**src/rtl/addsub_rr_sched.sv**
```systemverilog
// rtl/addsub_rr_sched.sv - round-robin scheduler sharing one add/sub unit among requesters
module addsub_rr_sched #(
  parameter int NUM_REQ = 4,
  parameter int WIDTH   = 4,
  parameter int CNT_W   = 8,
  localparam int IDW    = (NUM_REQ > 1) ? $clog2(NUM_REQ) : 1
) (
  input  logic                     clk,
  input  logic                     rst_n,
  input  logic [NUM_REQ-1:0]       req_valid,
  input  logic [NUM_REQ*WIDTH-1:0] req_a,
  input  logic [NUM_REQ*WIDTH-1:0] req_b,
  input  logic [NUM_REQ-1:0]       req_mode,
  output logic [NUM_REQ-1:0]       req_ready,
  output logic [WIDTH-1:0]         alu_a,
  output logic [WIDTH-1:0]         alu_b,
  output logic                     alu_mode,
  input  logic [WIDTH-1:0]         alu_out,
  input  logic                     alu_carry,
  input  logic                     alu_borrow,
  output logic                     rsp_valid,
  input  logic                     rsp_ready,
  output logic [IDW-1:0]           rsp_id,
  output logic [WIDTH-1:0]         rsp_data,
  output logic                     rsp_flag,
  output logic                     busy,
  output logic [CNT_W-1:0]         op_count
);

  localparam logic [1:0] S_IDLE = 2'd0;
  localparam logic [1:0] S_EXEC = 2'd1;
  localparam logic [1:0] S_RESP = 2'd2;

  logic [1:0]       state;
  logic [IDW-1:0]   rr_ptr;
  logic [WIDTH-1:0] op_a;
  logic [WIDTH-1:0] op_b;
  logic             op_mode;
  logic [IDW-1:0]   op_id;

  logic             found;
  logic [IDW-1:0]   winner;

  // Unpacked views of the packed operand buses so the winner can index them directly.
  logic [WIDTH-1:0] a_arr [NUM_REQ];
  logic [WIDTH-1:0] b_arr [NUM_REQ];

  for (genvar g = 0; g < NUM_REQ; g++) begin : g_unpack
    assign a_arr[g] = req_a[g*WIDTH +: WIDTH];
    assign b_arr[g] = req_b[g*WIDTH +: WIDTH];
  end

  // Search for the first valid requester starting at rr_ptr, wrapping around.
  always_comb begin : p_arb
    logic [IDW-1:0] cand;
    found  = 1'b0;
    winner = '0;
    cand   = '0;
    for (int k = 0; k < NUM_REQ; k++) begin
      cand = IDW'((int'(rr_ptr) + k) % NUM_REQ);
      if (!found && req_valid[cand]) begin
        found  = 1'b1;
        winner = cand;
      end
    end
  end

  // Grant only the winner, and only while idle.
  always_comb begin
    req_ready = '0;
    for (int i = 0; i < NUM_REQ; i++) begin
      req_ready[i] = (state == S_IDLE) && found && (winner == IDW'(i));
    end
  end

  // The shared unit sees the latched operation, so it only changes on a new grant.
  assign alu_a    = op_a;
  assign alu_b    = op_b;
  assign alu_mode = op_mode;
  assign busy     = (state != S_IDLE);

  // Control FSM, operation latch, response capture and completion counter.
  always_ff @(posedge clk or negedge rst_n) begin
    if (!rst_n) begin
      state     <= S_IDLE;
      rr_ptr    <= '0;
      op_a      <= '0;
      op_b      <= '0;
      op_mode   <= 1'b0;
      op_id     <= '0;
      rsp_valid <= 1'b0;
      rsp_id    <= '0;
      rsp_data  <= '0;
      rsp_flag  <= 1'b0;
      op_count  <= '0;
    end else begin
      case (state)
        S_IDLE: begin
          if (found) begin
            op_a    <= a_arr[winner];
            op_b    <= b_arr[winner];
            op_mode <= req_mode[winner];
            op_id   <= winner;
            rr_ptr  <= (winner == IDW'(NUM_REQ - 1)) ? '0 : winner + IDW'(1);
            state   <= S_EXEC;
          end
        end
        S_EXEC: begin
          rsp_data  <= alu_out;
          rsp_flag  <= op_mode ? alu_borrow : alu_carry;
          rsp_id    <= op_id;
          rsp_valid <= 1'b1;
          state     <= S_RESP;
        end
        S_RESP: begin
          if (rsp_ready) begin
            rsp_valid <= 1'b0;
            if (op_count != '1) begin
              op_count <= op_count + CNT_W'(1);
            end
            state <= S_IDLE;
          end
        end
        default: begin
          state <= S_IDLE;
        end
      endcase
    end
  end

endmodule

```
**config.mk**
```make
export PLATFORM = sky130hd
export DESIGN_NAME = addsub_rr_sched
export DESIGN_NICKNAME = d
export VERILOG_FILES = /design/src/rtl/addsub_rr_sched.sv
export SDC_FILE = /design/constraint.sdc
export NUM_CORES = 1
export LEC_CHECK = 0
export ABC_AREA = 1
export CAP_MARGIN = 20
export CORE_ASPECT_RATIO = 0.5
export CORE_UTILIZATION = 45
export CTS_BUF_LIST = sky130_fd_sc_hd__clkbuf_8
export DETAILED_ROUTE_END_ITERATION = 7
export PLACE_DENSITY = 0.87
export SYNTH_ARGS = -nofsm -noshare
export SYNTH_HDL_FRONTEND = slang
export SYNTH_SLANG_ARGS = --single-unit
export TNS_END_PERCENT = 1
```
**constraint.sdc**
```tcl
create_clock -name clk -period 2.44 [get_ports clk]
set_clock_uncertainty 0.15 [all_clocks]
set_input_delay 0.488 -clock clk [delete_from_list [all_inputs] [get_ports clk]]
set_output_delay 0.488 -clock clk [all_outputs]
set_load 0.05 [all_outputs]
```
# --- Yosys cells after proc, flatten, opt, wreduce, memory -nomap -nowiden ---
# Cells that the tools add are included.
op_classes:
  add_sub_neg: 5
  multipliers: 0
  div: 0
  magnitude_cmp: 6
  n_eq_ne: 8
  n_shift: 0
  mux: 31
  n_bitwise: 1
  n_reduce_logical: 19
op_table:
  columns: ["cell", "n"]
  rows:
  - ["$bmux W4 S2", 2]
  - ["$mux W4", 4]
  - ["$lt A2 B3 Y1 const B", 5]
  - ["$mux W2", 7]
  - ["$mux W1", 11]
  - ["$bmux W1 S2", 5]
  - ["$add A8 B1 Y8 const B", 1]
  - ["$logic_and A1 B1 Y1", 8]
  - ["$ne A8 B8 Y1 const B", 1]
  - ["$eq A2 B2 Y1 const B", 3]
  - ["$pmux W2 S3", 1]
  - ["$reduce_and A2 Y1", 3]
  - ["$add A2 B1 Y2 const B", 2]
  - ["$add A2 B2 Y2 const B", 2]
  - ["$eq A2 B1 Y1 const B", 2]
  - ["$logic_not A2 Y1", 2]
  - ["$ne A2 B2 Y1 const B", 2]
  - ["$reduce_bool A2 Y1", 2]
  - ["$ge A3 B3 Y1 const B", 1]
  - ["$logic_not A1 Y1", 3]
  - ["$not A2 Y3", 1]
  - ["$reduce_and A3 Y1", 1]
  - ["$pmux W1 S2", 1]
totals:
  ff_bits: 31
  latch_bits: 0
  ram_bits: 0
  rom_bits: 0
  inputBits: 49
  output_inout_bits: 30
  memories: 0

# --- Longest topological paths before layout ---
# Gate-level depths: netlist of run 1.
depth:
  depth_word: 16
  ltp_mapped: 14
  depth_no_buf: 14

# --- Worst setup path after synthesis of run 1 ---
# No wires, ideal clock.
synth_path:
  path_type: "register -> output"
  startpoint: "reg rr_ptr[0]"
  endpoint: "out req_ready[2]"
  arrival_time_ps: 2151
  setup_slack_ps: -349
  path_stages_with_launch: 13
  n_path_buf: 2
  path_cell_list: "dfrtp_1 > buf_4 > nand2_2 > nand3_1 > nand2_2 > nor2_1 > nor2_2 > nand2_4 > nand2_4 > buf_8 > ha_1 > inv_1 > nor2_1"
synth_between:
  elab_chain_len: 14
  word_cells_on_any_way: 28
  cone_classes: "3 x add/sub; 1 x eq/ne; 16 x mux; 8 x reduce/logical"
synth_rtl:
  columns: ["element", "line_no", "source"]
  rows:
  - ["start: declaration", "35", "logic [IDW-1:0] rr_ptr;"]
  - ["start signal: assignment", "104", "rr_ptr <= (winner == IDW'(NUM_REQ - 1)) ? '0 : winner + IDW'(1);"]
  - ["parallel branches: the longest is 13 deep, another holds $add A2 B1 Y2", null, null]
  - ["$logic_and A1 B1 Y1 *", "72", "req_ready[i] = (state == S_IDLE) && found && (winner == IDW'(i));"]
  - ["end: declaration", "14", "output logic [NUM_REQ-1:0] req_ready,"]
# Every way passes the cells marked *. The select of a mux whose other input is x is not followed.

# --- Final worst setup path of run 1 ---
layout_path:
  startpoint: "reg rr_ptr[0]"
  endpoint: "out req_ready[1]"
layout_between:
  elab_chain_len: 14
  word_cells_on_any_way: 28
  cone_classes: "3 x add/sub; 1 x eq/ne; 16 x mux; 8 x reduce/logical"
layout_rtl:
  columns: ["element", "line_no"]
  rows:
  - ["parallel branches: the longest is 13 deep, another holds $add A2 B1 Y2", null]
  - ["$logic_and A1 B1 Y1 *", "72"]
# Marks and branches as above.

==> results_dict.tcl, run 1 <==
set metrics [dict create \
    critPathKind "reg -> out" \
    die_w_um 96.7 \
    antenna_found_initial 0 \
    mostFrequentLayoutCells "nand2_1 (82), clkdlybuf4s50_1 (69), inv_1 (34)" \
    path_clk_slew_ns 0.06 \
    p_int_mw 2.59 \
    first_iter_violations 78 \
    yosys.area.top_type "dfrtp_1" \
    min_to "rsp_data[1]" \
    power_leakage_nw 1.62 \
    gp_congestion 0.834 \
    synthesis.nets 323 \
    drive_gt1_share_pct 24.4 \
    finalHoldViolCount 0 \
    clock_sinks 31 \
    clk_latency_ns 0.29 \
    synth_cell_type_count 30 \
    r2r_cells 15 \
    end_kind "output port" \
    die_area_um2 4780 \
    areaGrowthSynthToFinish_pct 61.8 \
    syn_inst 272 \
    reg2reg_slack_ns 0.12 \
    ys_seq_elements 31 \
    htree_num_levels 2 \
    power_switching_mw 3.00 \
    critical_path_arrival_ns 2.15 \
    worst_pin_slew_ns 0.523 \
    antenna_left 0 \
    violations "setup timing" \
    port_buffers 78 \
    pwr-share-comb_pct 74.9 \
    globalRouteOverflowTotal 0 \
    final_area_um2 3270 \
    reg2reg_from "rr_ptr[0]" \
    grt_max_degree 32 \
    max-slew-margin-rel_pct 65.0 \
    dp_hpwl_mm 4.06 \
    final_common_cell "nand2_1" \
    pwr-share-clk_pct 8.1 \
    yosysWarnings 0 \
    rows 16 \
    die_h_um 49.4 \
    nets 427 \
    place_area_um2 3040 \
    hp-start "rsp_data[1]" \
    drv_slew 0 \
    n_antenna_cell 0 \
    swShare_pct 53.7 \
    worstHoldPathType "reg -> reg" \
    maxCapViolCount 0 \
    cts_hold_buf 0 \
    detail_route.wl_per_cell_um 14.3 \
    grt_use_total_pct 27.0 \
    fin_tns_setup_ns -1.34 \
    vdd_ir_drop_max_mv 0.798 \
    hold_depth 2 \
    rsz0062_at_grt "true" \
    drc 0 \
    avgViaCountPerCell 5.16 \
    wirelength_mm 6.15 \
    crit_required_ns 1.80 \
    syn_avg_cell_area_um2 7.42 \
    cellPowerDensity_nw_per_um2 1710 \
    worstSetupStartpointType "register" \
    cts_tree "yes" \
    seqPwrFrac_pct 17.0 \
    setup_viol 4 \
    grt_pass1_vias 2230 \
    setup_ws_ns -0.348 \
    worstPathMaxFanout 7 \
    core_um2 4100 \
    yosysTopAreaCellShare_pct 38.4 \
    clockBufferDepth 2 \
    grt_first_pass_wirelength_mm 10.1 \
    initial_core_util_pct 49.2 \
    fmax_ghz 0.359 \
    dr.pass1.iters 5 \
    fin_crit_ns 2.79 \
    min_period_over_period_pct 114 \
    reg2reg_to "alu_mode" \
    synth_area_um2 2020 \
    cts_made_buffers 5 \
    top_level_ports 79 \
    vias 2222 \
    fin_util_pct 79.6 \
    run_status "finished with violations" \
    ys_seq_area_share_pct 38.4 \
    synth_area_leaders "dfrtp_1 (38%), nand2_1 (17%), nand3_1 (8.7%)" \
    root_buffer "clkbuf_8" \
]
metal layers:
layer  GRT usage [%]  up-vias  share of wire (%)
li1                -     1057                  -
met1            30.4     1037                 39
met2            49.9      102                 52
met3            5.30       26                5.3
met4            13.2        0                3.8
met5               0        -                  0
worst max-delay path by stage:
stage | startpoint | cells past startpoint | end
after floorplan | rr_ptr[0] | 12 | req_ready[2]
after global placement | req_valid[1] | 13 | req_ready[0]
after detailed placement | req_valid[3] | 14 | req_ready[2]
after CTS | rr_ptr[0] | 13 | req_ready[1]
after global routing | rr_ptr[0] | 13 | req_ready[2]
final | rr_ptr[0] | 13 | req_ready[1]
kinds of logic (layout without fill, tap and decap cells):
group                      count (synthesis)  in the layout  synth area share, %
muxes                                      1              1                0.496
AOI/OAI and AO/OA                         16             16                 6.20
xor gates and xnor gates                   7              7                 3.04
and+or+nand+nor                          165            165                 39.8
DFF                                       31             31                 38.4
adders and majority gates                  2              2                 1.24
buffers and inverters                     50            155                 10.8
power groups by stage:
stage / registers, mW / logic [mW] / clock network (mW)
5_1_grt: 0.972 / 4.44 / 0.483
3_5_place_dp: 0.938 / 3.76 / 0
4_1_cts: 0.941 / 4.06 / 0.452
3_3_place_gp: 0.924 / 3.65 / 0
2_1_floorplan: 1.48 / 1.95 / 0
6_report: 0.949 / 4.18 / 0.454
worst max-delay path, stage by stage, from the launching register on:
cell and delay, ns:
dfrtp_2 0.48, buf_6 0.15, nand2_2 0.07, nand2_2 0.07
nand2_2 0.08, buf_4 0.11, nand2_1 0.07, nand2_1 0.11
nand2_2 0.10, nor2_8 0.16, inv_4 0.06, buf_4 0.16
nor2_4 0.11, buf_12 0.14
registers in the layout (all words and copies together) (netlist names):
register / count
state: 2
alu_a: 4
rsp_data: 4
alu_mode: 1
op_count: 8
rsp_valid: 1
rsp_flag: 1
rsp_id: 2
op_id: 2
alu_b: 4
rr_ptr: 2
area by class of cell:
cell class | instances | area, µm²
Clock inverter | 1 | 3.75
Clock buffer | 7 | 96.3
Tap cell | 54 | 67.6
Inverter | 43 | 169
Fill cell | 246 | 837
Timing Repair Buffer | 104 | 1030
Sequential cell | 31 | 778
Multi-Input combinational cell | 191 | 1120
metrics by stage:
stage	worst slack (ns)	power, mW	hold slack (ns)	instances
final	-0.348	5.59	0.331	431
after CTS	-0.287	5.45	0.333	431
after global routing	-0.395	5.89	0.354	431
after detailed placement	-0.457	4.70	0.316	420
after global placement	-0.376	4.57	0.308	420
after floorplan	-0.134	3.43	0.0424	272
Yosys cell counts (all sizes together):
cell type and n:
a21oi 1, and2 1, buf 6, clkbuf 1, dfrtp 31, ha 2
inv 43, mux2i 1, nand2 103, nand3 36, nand3b 7, nand4 1
nor2 15, nor3 2, o211ai 6, o21ai 9, xnor2 4, xor2 3
what timing repair did:
action                                  CTS  global route
resized for setup                        40             1
buffers inserted                          3             0
cloned                                    0             0
endpoints found under the setup margin    4             5
pin swaps                                20             0
(Power assumes the default switching activity.)
==> inputs of run 2 (changes only) <==
--- a/config.mk
+++ b/config.mk
@@ -7,7 +7,7 @@
 export LEC_CHECK = 0
 export ABC_AREA = 1
 export CAP_MARGIN = 20
-export CORE_ASPECT_RATIO = 0.5
+export CORE_ASPECT_RATIO = 1.25
 export CORE_UTILIZATION = 45
 export CTS_BUF_LIST = sky130_fd_sc_hd__clkbuf_8
 export DETAILED_ROUTE_END_ITERATION = 7
==> results_dict.tcl, run 2 (synthesis results as in run 1) <==
set metrics [dict create \
    rsz0062_at_grt "true" \
    cellPowerDensity_nw_per_um2 1680 \
    globalRouteOverflowTotal 0 \
    run_status "finished with violations" \
    gp_congestion 0.905 \
    finalHoldViolCount 0 \
    crit_required_ns 1.80 \
    drc 0 \
    largest_register "op_count" \
    critPathKind "reg -> out" \
    setup_viol 4 \
    grt_pass1_vias 2058 \
    dr.pass1.iters 5 \
    path_clk_slew_ns 0.07 \
    maxCapViolCount 0 \
    die_h_um 76.9 \
    multi_input_area_um2 1150 \
    htree_num_levels 2 \
    areaGrowthSynthToFinish_pct 63.7 \
    max-slew-margin-rel_pct 65.1 \
    die_area_um2 4760 \
    critical_path_arrival_ns 2.03 \
    worstHoldPathType "reg -> reg" \
    top_level_ports 79 \
    drive_gt1_share_pct 26.1 \
    vdd_ir_drop_max_mv 1.09 \
    cts_tree "yes" \
    n_antenna_cell 0 \
    die_w_um 61.9 \
    first_iter_violations 114 \
    fin_crit_ns 2.67 \
    place_area_um2 3020 \
    pre_cts_slack_ns -0.422 \
    fillers 271 \
    fmax_ghz 0.374 \
    place_inst 420 \
    worstSetupStartpointType "register" \
    grt_use_total_pct 24.0 \
    clockBufferDepth 2 \
    dp_hpwl_mm 3.86 \
    setup_ws_ns -0.233 \
    worst_pin_slew_ns 0.522 \
    mostFrequentLayoutCells "nand2_1 (78), clkdlybuf4s50_1 (69), inv_1 (33)" \
    final_common_cell "nand2_1" \
    cts_made_buffers 5 \
    power_leakage_nw 1.63 \
    ff_latch_area_um2 778 \
    core_um2 4200 \
    rows 26 \
    drv_slew 0 \
    detail_route.wl_per_cell_um 12.1 \
    antenna_found_initial 0 \
    worstPathMaxFanout 9 \
    violations "setup timing" \
    grt_max_degree 32 \
    port_buffers 78 \
    vias 2085 \
    largest_register_ffs 8 \
    nets 426 \
    initial_core_util_pct 48.1 \
    stdcell_count 432 \
    min_period_over_period_pct 110 \
    wirelength_mm 5.22 \
    final_area_um2 3310 \
    clk_latency_ns 0.29 \
    antenna_left 0 \
    avgViaCountPerCell 4.83 \
    grt_first_pass_wirelength_mm 8.49 \
    root_buffer "clkbuf_8" \
    end_kind "output port" \
    clock_sinks 31 \
]
-- run 2: repair_timing --
action | CTS | global route
resized for setup | 39 | 10
hold buffers | 0 | 0
endpoints found under the setup margin | 4 | 5
pin swaps | 18 | 5
buffers inserted | 4 | 0
endpoints found under the hold margin | 0 | 0
-- run 2: worst paths after layout --
kind                             startpoint            to  cells past startpoint  slack (ns)
max in group asynchronous             rst_n     rr_ptr[0]                      2        1.38
worst min-delay path            rsp_data[3]   rsp_data[3]                      2        0.32
worst max register to register    rr_ptr[0]      alu_a[3]                     15        0.26
min in group asynchronous             rst_n   op_count[0]                      2        0.45
worst min register to register  rsp_data[3]   rsp_data[3]                      2        0.32
worst max-delay path              rr_ptr[0]  req_ready[2]                     13       -0.23
-- run 2: cell type report --
class / instances / area share, %
inverters: 43 / 5.19
multi-input cells: 191 / 34.9
flip-flops and latches: 31 / 23.5
clock inverters: 2 / 1.06
well taps: 56 / 2.12
clock buffers: 6 / 2.50
repair buffers: 103 / 30.7
-- run 2: power breakdown --
group	switching [mW]	leakage (nW)	total (mW)	internal (mW)
combinational	2.52	1.19	4.12	1.60
sequential	0.167	0.385	0.919	0.752
clock	0.199	0.0612	0.529	0.330
-- run 2: critical path, stage by stage (launching register included) --
cell     delay [ns]
dfrtp_2        0.46
inv_6          0.12
nand2_2        0.09
nand3_4        0.10
nand2_4        0.08
nor2_4         0.14
nand2_2        0.08
nor2_4         0.13
nor2_8         0.07
inv_4          0.06
ha_4           0.12
inv_2          0.04
nor2_4         0.10
buf_12         0.14
-- run 2: per-stage QoR --
| stage | TNS [ns] | hold slack [ns] | total power [mW] | util [%] |
|---|---|---|---|---|
| finish | -0.812 | 0.318 | 5.57 | 78.8 |
| global route | -1.18 | 0.346 | 5.94 | 78.8 |
| CTS | -0.771 | 0.324 | 5.49 | 78.0 |
| detailed placement | -2.63 | 0.307 | 4.66 | 72.0 |
| global placement | -2.16 | 0.303 | 4.59 | 72.0 |
| floorplan | -0.183 | 0.0424 | 3.43 | - |
-- run 2: per-layer routing --
metal | vias up | routed length, µm | track usage, %
met2 | 78 | 3010 | 45.6
met1 | 942 | 1860 | 22.5
met3 | 7 | 256 | 5.23
met4 | 0 | 95 | 11.3
met5 | - | 0 | 0
li1 | 1058 | - | -
==> inputs of run 3 (changes only) <==
--- a/config.mk
+++ b/config.mk
@@ -11,6 +11,7 @@
 export CORE_UTILIZATION = 45
 export CTS_BUF_LIST = sky130_fd_sc_hd__clkbuf_8
 export DETAILED_ROUTE_END_ITERATION = 7
+export HOLD_SLACK_MARGIN = 0.03
 export PLACE_DENSITY = 0.87
 export SYNTH_ARGS = -nofsm -noshare
 export SYNTH_HDL_FRONTEND = slang
==> results of run 3 <==
Final layout, timing and power as in run 2 (identical DEF).
==> patch: new RTL, config.mk and constraints of run 3 <==
`WIDTH`: 4 -> 6.
--- a/src/rtl/addsub_rr_sched.sv
+++ b/src/rtl/addsub_rr_sched.sv
@@ -2,5 +2,5 @@
 module addsub_rr_sched #(
   parameter int NUM_REQ = 4,
-  parameter int WIDTH   = 4,
+  parameter int WIDTH   = 6,
   parameter int CNT_W   = 8,
   localparam int IDW    = (NUM_REQ > 1) ? $clog2(NUM_REQ) : 1
Interface: changed (6 resized); port bits go from 79 to 103. No check against the original RTL was run, so the function may have changed too.
==> patch against run 3 <==
- the flow still finishes with violations (negative setup slack)
- non-clock buffer count increased by 30
- setup slack got worse by 0.036 ns
- count of clock-buffer cells in the layout unchanged
- clock power decreased by 13%
- wire length increased by 42%
- via count increased by 28%
- design area increased by 20%
- total power increased by 21%
- sequential cell count increased by 6
- core utilization increased by 2.5 points
- area after synthesis increased by 16%
- critical path depth decreased by 1
- largest power group unchanged
==> patch: results (changes against run 3) <==
Post-synth EDFFs -> 0 (unchanged)
first-pass GRT wire length -> 11800 um (+39%)
Total Neg Setup Slack -> -0.978 ns (-0.165 ns)
proportion of layout cells with a drive suffix above 1 -> 21.5% (-4.5 points)
Antenna diodes -> 0 (unchanged)
arrival time at the worst endpoint -> 2.07 ns (+0.04 ns)
Synth top cells by count -> 120 x nand2_1, 52 x inv_1, 51 x nand3_1
Synth area leaders -> dfrtp_1 40%, nand2_1 19%, nand3_1 11%, inv_1 8.4%, or2_0 2.4%
violated checks -> negative setup slack
pin count of the biggest net entering global routing -> 38 (+19%)
hpwl dp -> 5030 um (+30%)
max reg flops -> 8 (unchanged)
cts bufs inserted -> 5 (unchanged)
Worst R2R Setup Slack -> 0.08 ns (-0.18 ns)
number of port buffers -> 102 (+31%)
Initial DRC Count -> 157 (+38%)
vias in the first global route -> 2620 (+27%)
crit-path max FO -> 6 (-3)
Total GRT Usage -> 29.0% (+5.0 points)
Synthesized Nets -> 406 (+26%)
status -> finished with violations
initial antenna violation count -> 0 (unchanged)
Lkg Pwr -> 0.00197 uW (+21%)
Worst VDD drop -> 0.795 mV (-27%)
Worst R2R Path Depth -> 14 (-1)
Final setup viols -> 4 (unchanged)
Root Driver -> clkbuf_8
placed cell area -> 0.00355 sq mm (+18%)
clock-pin slew on the worst setup and hold paths -> 0.08 ns
min-delay worst type -> primary input to async pin
vias per inst -> 5.03 (+4.1%)
setup ws final -> -0.269 ns (-0.0364 ns)
gpl congestion -> 0.786 (-13%)
buffer depth of the longest clock path -> 2 (unchanged)
Netlist cell types -> 28 (-6.7%)
first-pass iteration count of the detailed router -> 4 (-1)
fin nets -> 537 (+26%)
reg-to-reg critical path startpoint -> rr_ptr[0]
register area share after synthesis -> 39.6% (+1.2 points)
clk_lat worst skew -> 0.29 ns (about the same)
Slew HR -> 44.8% (-20 points)
routed length per instance -> 14.0 um (+16%)
FF-to-FF End -> alu_b[3]
Synth Flop Type -> dfrtp_1
filler instances -> 311 (+15%)
H-tree depth -> 2 (unchanged)
worst stage delay on the critical path -> 0.49 ns (+0.03 ns)
## patch: cell count changes in the layout (fill, tap and decap cells not counted), moves of 6 or more
cell,before,now
clkdlybuf4s50_1,69,93
dfrtp_1,29,35
inv_1,33,47
nand2_1,78,103
nand3_1,32,46
o211ai_2,6,0
or2_0,0,9
## patch: worst max-delay path by stage
stage / slack, ns / start / to
2_1_floorplan: -0.15 / rr_ptr[0] / req_ready[2]
3_3_place_gp: -0.31 / req_valid[2] / req_ready[2]
3_5_place_dp: -0.39 / req_valid[1] / req_ready[2]
4_1_cts: -0.24 / rr_ptr[0] / req_ready[2]
5_1_grt: -0.37 / rr_ptr[0] / req_ready[3]
6_report: -0.27 / rr_ptr[0] / req_ready[3]
## patch: final cells by class
cell class / instances / area, sq um / share of cell area (%)
multi-input combinational: 235 / 1320 / 33.3
timing repair buffer: 133 / 1310 / 33.1
sequential: 37 / 928 / 23.5
inverter: 55 / 221 / 5.60
clock buffer: 6 / 82.6 / 2.09
tap: 60 / 75.1 / 1.90
clock inverter: 2 / 13.8 / 0.348
timing repair inverter: 1 / 5.00 / 0.127
## patch: through the flow
step | hold WS, ns | setup slack (ns) | instances
floorplan | 0.0424 | -0.146 | 337
global placement | 0.306 | -0.310 | 506
detailed placement | 0.314 | -0.387 | 506
CTS | 0.154 | -0.237 | 523
global route | 0.194 | -0.375 | 529
finish | 0.137 | -0.269 | 529
## patch: logic make-up after synthesis
family,Yosys count,synth area share [%]
simple gates,214,42.3
buf+inv,65,11.6
mux,1,0.428
fa+ha+maj,2,1.07
compound gates,11,2.35
xor+xnor,7,2.62
flops,37,39.6
## patch: what timing repair did
action                                  in CTS  in global routing
hold endpoints to repair                     0                  0
gates resized for setup                     43                 18
pin swaps                                   20                 12
buffers inserted                             9                  5
endpoints found under the setup margin       5                 13
cloned                                       0                  1
## patch: per-layer routing
metal | wire length [um] | vias up | global-route usage [%]
met4 | 221 | 0 | 14.5
met1 | 2780 | 1247 | 31.1
met5 | 0 | - | 0
met2 | 4100 | 95 | 51.9
li1 | - | 1291 | -
met3 | 301 | 26 | 8.10
## patch: where the power goes
| group | internal (uW) | total (uW) | switching [uW] |
|---|---|---|---|
| registers | 906 | 1120 | 216 |
| clock network | 229 | 461 | 232 |
| logic | 2030 | 5150 | 3110 |
